<file path="src/rtl/dcache_responder.sv">
// Direct-mapped, write-back, write-allocate data cache with 4-word lines.
// Misses are serviced over a line-wide request/ready handshake to memory.
//
// state     | meaning
// IDLE      | serve hits; on a miss launch writeback or fill
// WRITEBACK | dirty victim on mem_wdata, waiting for mem_ready
// ALLOCATE  | fill request outstanding, waiting for mem_ready
module dcache_responder #(
  parameter int NUM_LINES = 8,
  parameter int IDX_W     = 3,
  parameter int TAG_W     = 28 - IDX_W
) (
  input  logic          clk,
  input  logic          rst,
  input  logic          proc_read,
  input  logic          proc_write,
  input  logic [29:0]   proc_addr,
  input  logic [31:0]   proc_wdata,
  output logic          proc_stall,
  output logic [31:0]   proc_rdata,
  output logic          mem_read,
  output logic          mem_write,
  output logic [27:0]   mem_addr,
  output logic [127:0]  mem_wdata,
  input  logic [127:0]  mem_rdata,
  input  logic          mem_ready
);

  typedef enum logic [1:0] {IDLE, WRITEBACK, ALLOCATE} state_t;

  state_t               state_q, state_d;
  logic [NUM_LINES-1:0] valid_q, valid_d;
  logic [NUM_LINES-1:0] dirty_q, dirty_d;
  logic [TAG_W-1:0]     tag_q  [NUM_LINES];
  logic [TAG_W-1:0]     tag_d  [NUM_LINES];
  logic [127:0]         data_q [NUM_LINES];
  logic [127:0]         data_d [NUM_LINES];
  logic                 mem_read_q, mem_read_d;
  logic                 mem_write_q, mem_write_d;
  logic [27:0]          mem_addr_q, mem_addr_d;
  logic [127:0]         mem_wdata_q, mem_wdata_d;

  logic               req;
  logic               hit;
  logic [IDX_W-1:0]   idx;
  logic [1:0]         off;
  logic [TAG_W-1:0]   addr_tag;
  logic [127:0]       line;
  logic [31:0]        word;

  assign req      = proc_read | proc_write;
  assign idx      = proc_addr[IDX_W+1:2];
  assign off      = proc_addr[1:0];
  assign addr_tag = proc_addr[29:IDX_W+2];
  assign line     = data_q[idx];
  assign word     = line[{off, 5'b0} +: 32];
  assign hit      = req & valid_q[idx] & (tag_q[idx] == addr_tag);

  assign proc_stall = (state_q == IDLE) ? (req & ~hit) : 1'b1;
  assign proc_rdata = (proc_read & hit) ? word : 32'h0;

  assign mem_read  = mem_read_q;
  assign mem_write = mem_write_q;
  assign mem_addr  = mem_addr_q;
  assign mem_wdata = mem_wdata_q;

  always_comb begin
    state_d     = state_q;
    valid_d     = valid_q;
    dirty_d     = dirty_q;
    tag_d       = tag_q;
    data_d      = data_q;
    mem_read_d  = mem_read_q;
    mem_write_d = mem_write_q;
    mem_addr_d  = mem_addr_q;
    mem_wdata_d = mem_wdata_q;
    case (state_q)
      IDLE: begin
        if (req) begin
          if (hit) begin
            // A write wins over a simultaneous read.
            if (proc_write) begin
              data_d[idx][{off, 5'b0} +: 32] = proc_wdata;
              dirty_d[idx]                   = 1'b1;
            end
          end else if (valid_q[idx] && dirty_q[idx]) begin
            state_d     = WRITEBACK;
            mem_write_d = 1'b1;
            mem_addr_d  = {tag_q[idx], idx};
            mem_wdata_d = data_q[idx];
          end else begin
            state_d    = ALLOCATE;
            mem_read_d = 1'b1;
            mem_addr_d = proc_addr[29:2];
          end
        end
      end
      WRITEBACK: begin
        if (mem_ready) begin
          dirty_d[idx] = 1'b0;
          mem_write_d  = 1'b0;
          mem_read_d   = 1'b1;
          mem_addr_d   = proc_addr[29:2];
          state_d      = ALLOCATE;
        end
      end
      ALLOCATE: begin
        // Pending writes merge on the re-evaluated hit in the next IDLE cycle.
        if (mem_ready) begin
          data_d[idx]  = mem_rdata;
          tag_d[idx]   = addr_tag;
          valid_d[idx] = 1'b1;
          dirty_d[idx] = 1'b0;
          mem_read_d   = 1'b0;
          state_d      = IDLE;
        end
      end
      default: state_d = IDLE;
    endcase
  end

  always_ff @(posedge clk) begin
    if (rst) begin
      state_q     <= IDLE;
      valid_q     <= '0;
      dirty_q     <= '0;
      mem_read_q  <= 1'b0;
      mem_write_q <= 1'b0;
      mem_addr_q  <= '0;
      mem_wdata_q <= '0;
    end else begin
      state_q     <= state_d;
      valid_q     <= valid_d;
      dirty_q     <= dirty_d;
      mem_read_q  <= mem_read_d;
      mem_write_q <= mem_write_d;
      mem_addr_q  <= mem_addr_d;
      mem_wdata_q <= mem_wdata_d;
    end
  end

  // Tag and data arrays carry no reset; a reset edge must not commit a partial fill.
  always_ff @(posedge clk) begin
    if (!rst) begin
      tag_q  <= tag_d;
      data_q <= data_d;
    end
  end

endmodule
</file>
<file path="config.mk">
export PLATFORM = sky130hd
export DESIGN_NAME = dcache_responder
export DESIGN_NICKNAME = d
export VERILOG_FILES = /design/src/rtl/dcache_responder.sv
export SDC_FILE = /design/constraint.sdc
export NUM_CORES = 2
export LEC_CHECK = 0
export ABC_AREA = 1
export CORE_MARGIN = 5
export CORE_UTILIZATION = 35
export CTS_BUF_LIST = sky130_fd_sc_hd__clkbuf_16
export CTS_CLUSTER_DIAMETER = 150
export CTS_CLUSTER_SIZE = 25
export DETAILED_ROUTE_END_ITERATION = 10
export GPL_TIMING_DRIVEN = 0
export PLACE_DENSITY_LB_ADDON = 0.1
export SLEW_MARGIN = 10
export SYNTH_ARGS = -nofsm -noshare
export SYNTH_HDL_FRONTEND = slang
export SYNTH_SLANG_ARGS = --single-unit
</file>
<file path="constraint.sdc">
create_clock -name clk -period 6 [get_ports clk]
set_clock_uncertainty 0.05 [all_clocks]
set_input_delay 1.2 -clock clk [delete_from_list [all_inputs] [get_ports clk]]
set_output_delay 1.2 -clock clk [all_outputs]
set_load 0.01 [all_outputs]
</file>
# ---- Yosys cells after proc, flatten, opt, wreduce, memory -nomap -nowiden
# Index checks and enable logic that the tools add are counted.
dict set report op_classes {
  n_shift 3
  magnitude_cmp 4
  n_bitwise 12
  n_addsub 1
  muxes 54
  n_eq_ne 12
  reduce_logical 18
}
# operator count
set ops {}
lappend ops {{1024-bit 2-to-1 mux} 4}
lappend ops {{1024-bit bitwise mux} 2}
lappend ops {{1024-bit case mux with 2 select lines} 1}
lappend ops {{128-bit demux with 3-bit select} 2}
lappend ops {{128-bit 2-to-1 mux} 4}
lappend ops {{128-bit binary-select mux with 3-bit select} 1}
lappend ops {{200-bit bitwise mux} 1}
lappend ops {{32-bit by 9-bit variable shift with 128-bit output (first input constant)} 1}
lappend ops {{128-bit by 8-bit variable part select with 32-bit output} 1}
lappend ops {{32-bit by 9-bit variable part select with 128-bit output} 1}
lappend ops {{28-bit 2-to-1 mux} 4}
lappend ops {{25-bit binary-select mux with 3-bit select} 1}
lappend ops {{25-bit demux with 3-bit select} 1}
lappend ops {{25-bit 2-to-1 mux} 3}
lappend ops {{28-bit case mux with 2 select lines} 1}
lappend ops {{32-bit 2-to-1 mux} 1}
lappend ops {{8-bit 2-to-1 mux} 4}
lappend ops {{25-bit == test} 1}
lappend ops {{8-bit bitwise OR} 2}
lappend ops {{8-bit case mux with 2 select lines} 1}
lappend ops {{2-bit inequality test (second input constant)} 7}
lappend ops {{1-bit 2-to-1 mux} 12}
lappend ops {{4-bit AND reduction} 3}
lappend ops {{6-bit AND reduction} 2}
lappend ops {{28 further kinds} 43}
dict set report word_totals {
  inputBits 195
  reg_bits 1400
  wordCells 127
}

# ---- Depth between registers and ports, before layout
dict set report depth {
  word_depth 10
  ltp_mapped 22
  depth_no_buf 19
}

# ---- Worst setup path before layout
# No wires, ideal clock.
dict set report synth_timing {
  path_type {input port to flip-flop}
  from {in proc_addr[2]}
  to {reg data_q[256] in the netlist's numbering (enable)}
  setup_ns 0.461
  arrival_ns 5.092
  required_time_ns 5.489
  path_slack_ns 0.397
  path_stages 15
  n_path_buf 3
  path_cell_list {buf_6 -> buf_6 -> or2_2 -> nand3_1 -> nand2_1 -> o21bai_1 -> nand2_1 -> nor2_1 -> nand3_1 -> nor2_4 -> nand3_2 -> nand2_4 -> nand4_4 -> buf_2 -> nor3_1}
}
dict set report synth_via {
  elab_chain_len 8
}
# element line
set synth_rtl {}
lappend synth_rtl {{start, declared} 17} ;# input logic [29:0] proc_addr,
lappend synth_rtl {{3-bit inverter with 4-bit output (not written as such)} 57} ;# assign hit = req & valid_q[idx] & (tag_q[idx] == addr_tag);
lappend synth_rtl {{25-bit binary-select mux with 3-bit select} 57}
lappend synth_rtl {{25-bit 2-to-1 mux (not written as such) (2 in a row)} 57}
lappend synth_rtl {{25-bit == test} 57}
lappend synth_rtl {{1-bit AND *} 57}
lappend synth_rtl {{2-bit inequality test (no source line) *} n/a}
lappend synth_rtl {{6-bit AND reduction (no source line) *} n/a}
lappend synth_rtl {{end signal, assigned} 146} ;# data_q <= data_d;
lappend synth_rtl {{end, declared} 36} ;# logic [127:0] data_q [NUM_LINES];
# Mark *: on every way between the ends. The rest lies on a longest branch, timed or not. The select of a mux whose other input is x is not followed.
# A chain may end at the register's enable or synchronous reset.

# ---- Worst setup path in the final report
dict set report layout_timing {
  from {in proc_addr[3]}
  to {out proc_rdata[26]}
}
dict set report layout_via {
  elab_chain_len 8
}
# element line
set layout_rtl {}
lappend layout_rtl {{branches (longest 7 deep; another with 128-bit binary-select mux with 3-bit select)} n/a}
lappend layout_rtl {{32-bit 2-to-1 mux *} 60} ;# assign proc_rdata = (proc_read & hit) ? word : 32'h0;
lappend layout_rtl {{end, declared} 20} ;# output logic [31:0] proc_rdata,
# Every way passes the cells marked *. The select of a mux whose other input is x is not followed.

==> impl_metrics.yaml <==
global_route:
  antenna_found_initial: 36
  grt_pass1_vias: 46500
  grt_overflow_total: 0
  grt_max_degree: 27
  globalRouteTotalUtil_pct: 35.6
  grt_pass1_wl_mm: 430
outcome:
  status: "complete, but fails checks"
  violations: "setup timing"
hold_path:
  min-delay-path-class: "register to register"
floorplan:
  num_rows: 152
  core_area_um2: 171000
  die_y_um: 424
  die_x_um: 424
  start_util_pct: 35.1
  io-pin-count: 386
  die-area_um2: 180000
setup_path:
  critPathRequiredTime_ns: 4.75
  path_class: "primary input to output pin"
  r2r-start: "state_q[0]$_SDFFE_PP0P_"
  crit_path_start_kind: "primary input"
  crit_path_frequent_cell: "buf_6"
  critical_path_arrival_ns: 4.91
  ff2ff_path_depth: 10
  r2r_setup_slack_ns: 0.61
  cpPeakStageDelay_ns: 0.62
  crit_start: "proc_addr[3]"
  rr_endpoint: "data_q[784]$_DFFE_PP_"
  endpoint: "proc_rdata[26]"
  worst-path-buf-inv: 8
  crit_fanout: 10
  crit_chain: "buf_6, inv_4, nor2_8, buf_6, nand2_8, inv_2, buf_4, clkbuf_4, buf_16, a221oi_2, nand3_1, o211ai_1, a21oi_1, clkdlybuf4s50_1"
  cp_slowest_cell: "clkdlybuf4s50_1"
  crit_cells: 14
  crit_family: "buffers and inverters"
  critPathCaptureType: "output pin"
synthesis:
  syn_area_per_cell_um2: 10.9
  synth-seq-cells: 1400
  async_flop_share_pct: 0
  seq_area_frac_synth_pct: 67.1
  syn-cell-area_um2: 60000
  yosys_most_used_dff: "edfxtp_1"
  synth_edf_count: 1224
  synth_cells: 5511
  syn-num-nets: 5715
  synth_cell_types: 42
  yosys_warnings: 0
clock_tree:
  cts_hold_buffers: 0
  h-tree-depth: 2
  cts_tree: "yes"
  cts_root_buf: "clkbuf_16"
  cts.sinks: 1400
  numCtsBuffers: 61
  clk_pin_slew_ns: 0.10
  clock_path_buffers: 3
  clock_latency_ns: 0.77
job:
  max_cap_violations: 0
layout:
  design_area_um2: 72700
  fill_cells: 16600
  fin_nets: 6412
  drive_gt1_share_pct: 10.4
  area_growth_pct: 21.2
sta:
  period_share_pct: 103
  finalMaxSlewViolations: 0
  relSlewSlack_pct: 7.35
  period_needed_ns: 6.16
  tns_ns: -1.42
  rsz0062_at_grt: "yes"
  max_freq_mhz: 162
  layout_setup_ws_ns: -0.158
  finalSetupViolCount: 20
  tightest_slew_ns: 1.39
  timing.hold.ws_ns: 0.399
  hold_viol_final: 0
drt:
  drcViolationCount: 0
  drt-total-wl_mm: 330
  vias_per_cell: 5.95
  detail_route.wl_per_cell_um: 38.7
  dr.pass1.iters: 6
  drtIter0Drc: 7898
  vias: 50700
  drtAntennaViolNets: 0
placed_design:
  pre_cts_ws_ns: -1.96
  hpwl_mm: 239
  place_congestion: 1.07
  port_buffers: 382
  place_area_um2: 69000
power_and_ir_drop:
  powerDensity_nw_per_um2: 249
  ir_drop_uv: 308
  p_total_uw: 18100
  total_leakage_power_uw: 0.0268
-- layer usage --
| metal | part of all wire (%) | vias up | track usage, % |
|---|---|---|---|
| met5 | 0.057 | - | 0.349 |
| met4 | 10 | 10 | 30.4 |
| met1 | 35 | 25200 | 42.2 |
| met2 | 43 | 3683 | 52.7 |
| li1 | - | 20800 | - |
| met3 | 11 | 961 | 10.9 |
-- registers in the layout (all words and copies together), names as in the netlist, named ones only --
signal and count:
data_q 1024, tag_q 200, mem_read 1, mem_wdata 128, state_q 2, mem_write 1, valid_q 8, mem_addr 28
-- power by group --
| part | switching [uW] | internal [uW] |
|---|---|---|
| clock network | 3330 | 1920 |
| registers | 18.3 | 10500 |
| logic | 1760 | 556 |
| total | 5110 | 13000 |
-- cell usage in the layout (no fill, tap or decap), types with 106 or more instances in the layout --
cell,n
a22oi_1,161
clkbuf_1,152
o21ai_0,172
nand2_1,730
nand3_1,143
a221oi_1,134
buf_4,175
edfxtp_1,1224
clkdlybuf4s50_1,380
nor2_1,1175
a22o_1,107
buf_6,106
inv_1,450
a21oi_1,187
dfxtp_1,176
-- repair_timing --
action,CTS,global route
pin swaps,46,14
endpoints found under the setup margin,32,30
buffers inserted,76,4
gates resized for setup,250,53
-- stage by stage --
stage / std cells / utilization (%)
finish: 8523 / 42.5
global route: 8499 / 42.5
CTS: 8488 / 42.3
detailed placement: 8296 / 40.3
global placement: 8126 / 38.9
floorplan: 5511 / -
-- worst min-delay path: cells and delay by family (launching register included) --
family | cells | cell delay, ns
DFF | 1 | 0.32
buffers and inverters | 1 | 0.05
AOI/OAI and AO/OA | 1 | 0.05
-- final cells by class --
cell class,instances,area [um2],share of cell area (%)
flip-flops and latches,1400,40300,55.4
multi-input cells,3313,17000,23.3
repair buffers,634,6670,9.17
well taps,2233,2790,3.84
plain buffers,391,2640,3.63
clock buffers,63,1580,2.17
inverters,407,1540,2.11
clock inverters,53,204,0.280
diodes,29,72.6,0.0998
-- kinds of logic (layout without fill, tap and decap cells) --
logic type	after synthesis	count (layout)	synth area share, %
AOI/OAI and AO/OA	1037	1037	11.8
DFF	1400	1400	67.1
buffers and inverters	798	1548	5.56
and+or+nand+nor	2267	2267	15.3
other	0	29	0
adders and majority gates	9	9	0.188
-- synth_stat cells, types with 8 or more instances --
cell type     n  area share, %
nand3_1     156            1.3
a22o_1      107            1.6
or2_2        14           0.15
a22oi_1     163            2.0
o211ai_1     50           0.63
a21oi_1     212            1.8
dfxtp_1     176            5.9
nand2_1     739            4.6
clkbuf_1    215            1.3
buf_2        74           0.62
inv_1       399            2.5
and3_1        8          0.083
a32oi_1      42           0.61
ha_1          9           0.19
a221oi_1    142            2.1
o21ai_1      76           0.63
o21bai_1     33           0.41
edfxtp_1   1224             61
nor2_1     1184            7.4
buf_1        64           0.40
buf_4        13           0.16
nand4_1      96            1.0
nor3_1       43           0.36
o21ai_0     172            1.4
buf_6        24           0.45
a32o_1       32           0.53
-- how the worst min path moves through the flow --
stage	cells past startpoint	startpoint	to
3_3_place_gp	2	mem_wdata[17]$_SDFFE_PP0P_	mem_wdata[17]$_SDFFE_PP0P_
6_report	2	mem_wdata[40]$_SDFFE_PP0P_	mem_wdata[40]$_SDFFE_PP0P_
2_1_floorplan	2	valid_q[1]$_SDFFE_PP0P_	valid_q[1]$_SDFFE_PP0P_
5_1_grt	2	mem_wdata[46]$_SDFFE_PP0P_	mem_wdata[46]$_SDFFE_PP0P_
3_5_place_dp	2	mem_wdata[87]$_SDFFE_PP0P_	mem_wdata[87]$_SDFFE_PP0P_
4_1_cts	2	mem_wdata[40]$_SDFFE_PP0P_	mem_wdata[40]$_SDFFE_PP0P_
(Power assumes the default switching activity.)
